===== config.mk =====
export PLATFORM = sky130hd
export DESIGN_NAME = pc_score_accum
export DESIGN_NICKNAME = d
export VERILOG_FILES = /design/src/rtl/pc_score_accum.sv
export SDC_FILE = /design/constraint.sdc
export NUM_CORES = 2
export LEC_CHECK = 0
export CAP_MARGIN = 20
export CORE_UTILIZATION = 28
export DETAILED_ROUTE_END_ITERATION = 8
export DONT_BUFFER_PORTS = 1
export PLACE_DENSITY = 0.45
export REMOVE_ABC_BUFFERS = 1
export SYNTH_ARGS = -nofsm -noshare
export SYNTH_HDL_FRONTEND = slang
export SYNTH_SLANG_ARGS = --single-unit

===== constraint.sdc =====
create_clock -name clk -period 7.6 [get_ports clk]
set_clock_uncertainty 0.05 [all_clocks]
set_input_delay 0.76 -clock clk [delete_from_list [all_inputs] [get_ports clk]]
set_output_delay 0.76 -clock clk [all_outputs]
set_load 0.02 [all_outputs]

===== src/rtl/pc_score_accum.sv =====
// Streaming PCA score accumulator: sums y_i^2 / lambda_i into major and
// minor component scores and hands both to the threshold comparator.
module pc_score_accum #(
    parameter int PC_NUM     = 5,
    parameter int MAJ_PC_NUM = 2
) (
    input  logic        clk,
    input  logic        reset,
    input  logic        in_valid,
    output logic        in_ready,
    input  logic [15:0] in_y,
    input  logic [15:0] in_inv_eig,
    output logic        out_valid,
    input  logic        out_ready,
    output logic [31:0] maj_pc_score,
    output logic [31:0] min_pc_score
);

    localparam int IW = (PC_NUM > 1) ? $clog2(PC_NUM) : 1;
    localparam logic [IW-1:0] LAST_IDX = IW'(PC_NUM - 1);
    localparam logic [IW-1:0] MAJ_LIM  = IW'(MAJ_PC_NUM);

    localparam logic [1:0] ST_ACCEPT = 2'd0;
    localparam logic [1:0] ST_DRAIN  = 2'd1;
    localparam logic [1:0] ST_HOLD   = 2'd2;

    logic [1:0]    state_q, state_d;
    logic [IW-1:0] idx_q, idx_d;
    logic          in_ready_q, in_ready_d;
    logic          out_valid_q, out_valid_d;

    logic          s1_vld_q, s1_vld_d;
    logic [31:0]   s1_sq_q, s1_sq_d;
    logic [15:0]   s1_inv_q, s1_inv_d;
    logic [IW-1:0] s1_tag_q, s1_tag_d;

    logic          s2_vld_q, s2_vld_d;
    logic [31:0]   s2_term_q, s2_term_d;
    logic [IW-1:0] s2_tag_q, s2_tag_d;

    logic [31:0]   maj_acc_q, maj_acc_d;
    logic [31:0]   min_acc_q, min_acc_d;

    logic               accept;
    logic signed [31:0] y_ext;
    logic signed [31:0] sq_s;
    logic [31:0]        sq;
    logic [47:0]        prod;
    logic [32:0]        maj_sum;
    logic [32:0]        min_sum;
    logic [31:0]        maj_sat;
    logic [31:0]        min_sat;
    logic               s2_is_maj;
    logic               s2_is_last;
    logic               unused_prod_lsb;

    assign accept = in_valid & in_ready_q;

    // A Q8.8 square never exceeds 2^30, so 32 signed bits hold it exactly.
    assign y_ext = {{16{in_y[15]}}, in_y};
    assign sq_s  = y_ext * y_ext;
    assign sq    = sq_s;

    assign prod = {16'd0, s1_sq_q} * {32'd0, s1_inv_q};
    assign unused_prod_lsb = ^prod[15:0];

    assign maj_sum = {1'b0, maj_acc_q} + {1'b0, s2_term_q};
    assign min_sum = {1'b0, min_acc_q} + {1'b0, s2_term_q};
    assign maj_sat = maj_sum[32] ? 32'hFFFF_FFFF : maj_sum[31:0];
    assign min_sat = min_sum[32] ? 32'hFFFF_FFFF : min_sum[31:0];

    assign s2_is_maj  = (s2_tag_q < MAJ_LIM);
    assign s2_is_last = s2_vld_q && (s2_tag_q == LAST_IDX);

    always_comb begin
        s1_vld_d = accept;
        s1_sq_d  = s1_sq_q;
        s1_inv_d = s1_inv_q;
        s1_tag_d = s1_tag_q;
        idx_d    = idx_q;
        if (accept) begin
            s1_sq_d  = sq;
            s1_inv_d = in_inv_eig;
            s1_tag_d = idx_q;
            idx_d    = (idx_q == LAST_IDX) ? '0 : idx_q + IW'(1);
        end
    end

    always_comb begin
        s2_vld_d  = s1_vld_q;
        s2_term_d = s2_term_q;
        s2_tag_d  = s2_tag_q;
        if (s1_vld_q) begin
            s2_term_d = prod[47:16];
            s2_tag_d  = s1_tag_q;
        end
    end

    always_comb begin
        state_d     = state_q;
        out_valid_d = out_valid_q;
        maj_acc_d   = maj_acc_q;
        min_acc_d   = min_acc_q;
        if (s2_vld_q) begin
            if (s2_is_maj) begin
                maj_acc_d = maj_sat;
            end else begin
                min_acc_d = min_sat;
            end
        end
        unique case (1'b1)
            (state_q == ST_ACCEPT): begin
                if (accept && (idx_q == LAST_IDX)) begin
                    state_d = ST_DRAIN;
                end
            end
            (state_q == ST_DRAIN): begin
                if (s2_is_last) begin
                    state_d     = ST_HOLD;
                    out_valid_d = 1'b1;
                end
            end
            (state_q == ST_HOLD): begin
                // Pipeline is empty here, so the clear never races an add.
                if (out_ready) begin
                    state_d     = ST_ACCEPT;
                    out_valid_d = 1'b0;
                    maj_acc_d   = '0;
                    min_acc_d   = '0;
                end
            end
            default: begin
                state_d     = ST_ACCEPT;
                out_valid_d = 1'b0;
            end
        endcase
        in_ready_d = (state_d == ST_ACCEPT);
    end

    always_ff @(posedge clk or negedge reset) begin
        if (!reset) begin
            state_q     <= ST_ACCEPT;
            idx_q       <= '0;
            in_ready_q  <= 1'b0;
            out_valid_q <= 1'b0;
            s1_vld_q    <= 1'b0;
            s1_sq_q     <= '0;
            s1_inv_q    <= '0;
            s1_tag_q    <= '0;
            s2_vld_q    <= 1'b0;
            s2_term_q   <= '0;
            s2_tag_q    <= '0;
            maj_acc_q   <= '0;
            min_acc_q   <= '0;
        end else begin
            state_q     <= state_d;
            idx_q       <= idx_d;
            in_ready_q  <= in_ready_d;
            out_valid_q <= out_valid_d;
            s1_vld_q    <= s1_vld_d;
            s1_sq_q     <= s1_sq_d;
            s1_inv_q    <= s1_inv_d;
            s1_tag_q    <= s1_tag_d;
            s2_vld_q    <= s2_vld_d;
            s2_term_q   <= s2_term_d;
            s2_tag_q    <= s2_tag_d;
            maj_acc_q   <= maj_acc_d;
            min_acc_q   <= min_acc_d;
        end
    end

    assign in_ready     = in_ready_q;
    assign out_valid    = out_valid_q;
    assign maj_pc_score = maj_acc_q;
    assign min_pc_score = min_acc_q;

endmodule


==> metrics.txt <==
status=finished, final reports clean; share of layout cells above drive strength 1=0.0430; area of the multi-input gates=0.0254 mm²; htree depth=4; commonest non-fill, non-tap cell in the layout=inv_1; routed wire length=82,800 µm; die area=0.119 mm²; mean post-synth cell area=9.15 µm²; combinational family with the most area after synthesis=adder cells; Max Cap Viol=0; setup violators final=0; PostCTS Resize Cnt=0; # rows=125; # DRC=0; routed vias=23,100; hold slack=0.235 ns; Worst-path clk slew=0.08 ns; initial antenna violation count=8; worst path required time=7.96 ns; Fmax=140 MHz; Max Fanout on Critical Path=17; Post-Syn Area=0.0328 mm²; Post-synth EDFFs=0; Slew Limit Fails=0; Clock Latency Late Sink=0.49 ns; GR Overflow Total=0; clk sink count=158; Post-CTS Setup Bufs=0; Core Region=0.116 mm²; clock root cell=clkbuf_16; register area=0.00395 mm²; main flop type after synthesis=dfrtp_1; Worst setup EP type=flip-flop; vias per inst=4.56; HP Class=input pin to async pin; synth warn=0; crit path time final=7.17 ns; Final Hold Viols=0; simple-gate share of the synthesized area=0.135; Post-Synthesis Cells=3,589; Synth async-reset ratio=1.00; Yosys cell types=73; Synth Area in Compound Gates=0.0912; CTS Hold Buffers Added=1; dpl cell area=0.0346 mm²; DRT iter0 DRCs=1,088; fillers=12,300; GRT Total Usage=0.147; I/O Buffers=0; I/O pin cnt=102; nets=4,478; die width=344 µm; clk buf depth=2; Seq/Total Area, Yosys=0.120; Crit Path Class=flip-flop to flip-flop; post-detail-place hpwl=68,100 µm; final core occ=0.304; GP Congestion=0.814; Die Ht=344 µm; Final Instance Area=0.0353 mm²; TritonCTS clock tree=yes; Tcrit/Tclk final=0.943; ANT nets after route=0; #FFs+latches synth=158; Slew @ Worst Pin=0.956 ns; wire length per cell=16.4 µm; Synth Area in XOR/XNOR=0.0315; mux cell area share after synthesis=0.0157; Layout area overhead=7.49%; 1st-pass router iterations=6; headroom to the max-slew limit=0.362; Initial Util=0.283; Setup TNS Final=0 ns; largest net degree at the start of global routing=159; Adder-Cell Fraction of Synth Area=0.500; first-pass GRT wire length=137,000 µm; CTS Buf Count=17; crit start category=flip-flop; worst endpoint data arrival time=7.53 ns; most frequent cells in the layout=785 x inv_1, 651 x fa_1, 458 x nand2_1; vias in the first global route=24,600; RSZ-0062 raised after global routing=false
==> path summary, 6_finish.rpt <==
check                                        startpoint                         to  slack, ns  cells past startpoint
max in group asynchronous                         reset    s1_inv_q[2]$_DFFE_PN0P_       6.58                      1
worst min register to register  s1_tag_q[0]$_DFFE_PN0P_    s1_tag_q[0]$_DFFE_PN0P_       0.44                      2
worst max register to register  s1_inv_q[7]$_DFFE_PN0P_  s2_term_q[31]$_DFFE_PN0P_       0.43                     22
min in group clk                              out_ready       state_q[1]$_DFF_PN0_       0.36                      1
worst min-delay path                              reset      out_valid$_DFFE_PN0P_       0.23                      1
worst max-delay path            s1_inv_q[7]$_DFFE_PN0P_  s2_term_q[31]$_DFFE_PN0P_       0.43                     22
==> worst max-delay path, cell delays in order (launching register included) <==
cell	delay, ns
dfrtp_1	0.79
buf_4	0.35
nand2_1	0.11
fa_1	0.55
inv_1	0.05
fa_1	0.48
fa_1	0.58
fa_1	0.43
fa_1	0.52
inv_1	0.06
fa_1	0.48
inv_1	0.04
ha_1	0.38
a21oi_1	0.27
o21ai_0	0.13
a21oi_1	0.19
o21ai_0	0.17
a21o_1	0.25
o211ai_1	0.25
a21bo_2	0.20
a21oi_1	0.09
or4_1	0.48
a31oi_1	0.17
==> Yosys cell counts (14+ instances only) <==
master | number | area [µm²]
nand2b_1 | 21 | 131
clkbuf_1 | 129 | 484
and2_1 | 251 | 1570
a21oi_1 | 169 | 846
inv_1 | 785 | 2950
o21ai_0 | 134 | 671
nor2b_1 | 18 | 113
nand4_1 | 14 | 87.6
nand2_1 | 459 | 1720
fa_1 | 651 | 13000
dfrtp_1 | 158 | 3950
xnor2_1 | 71 | 622
a21o_1 | 61 | 458
ha_1 | 270 | 3380
mux2_2 | 44 | 495
nor2_1 | 83 | 312
xor2_1 | 47 | 412
nor3_1 | 20 | 100
nand3_1 | 30 | 150
==> cell type report <==
class	instances	share of cell area
timing repair buffer	48	0.0117
inverter	786	0.0836
multi-input combinational	2510	0.721
antenna	3	0.000213
clock buffer	17	0.0121
tap	1524	0.0540
sequential	158	0.112
clock inverter	15	0.00557
==> routing by layer <==
layer  global-route usage  part of all wire  routed length (µm)
met1                0.197              0.46               37700
met2                0.250              0.50               41200
met5                    0                 0                   0
met3               0.0181             0.028                2290
met4               0.0340             0.018                1520
==> cell families (layout without fill, tap and decap cells) <==
kind of cell,Yosys count,in the layout
AO/OA/AOI/OAI,488,488
XOR/XNOR,118,118
adder cells (fa/ha/maj),921,921
buffers and inverters,926,866
flip-flops,158,158
multiplexers,46,46
other,2,10
AND/OR/NAND/NOR,930,930
==> registers in the layout (all words and copies together), names as in the netlist, 2 cells and up <==
| name | flops |
|---|---|
| maj_pc_score | 32 |
| min_pc_score | 32 |
| s2_term_q | 32 |
| s1_sq_q | 31 |
| s1_inv_q | 16 |
| idx_q | 3 |
| s1_tag_q | 3 |
| s2_tag_q | 3 |
| state_q | 2 |
==> through the flow <==
stage,setup slack [ns],instances
after floorplan,1.05,3454
after global placement,0.554,5024
after detailed placement,0.439,5024
after CTS,0.421,5057
after global routing,0.0275,5061
final,0.434,5061
Power is not shown: default switching activity piles up to over one toggle a cycle in this logic, so the estimate is an artifact.
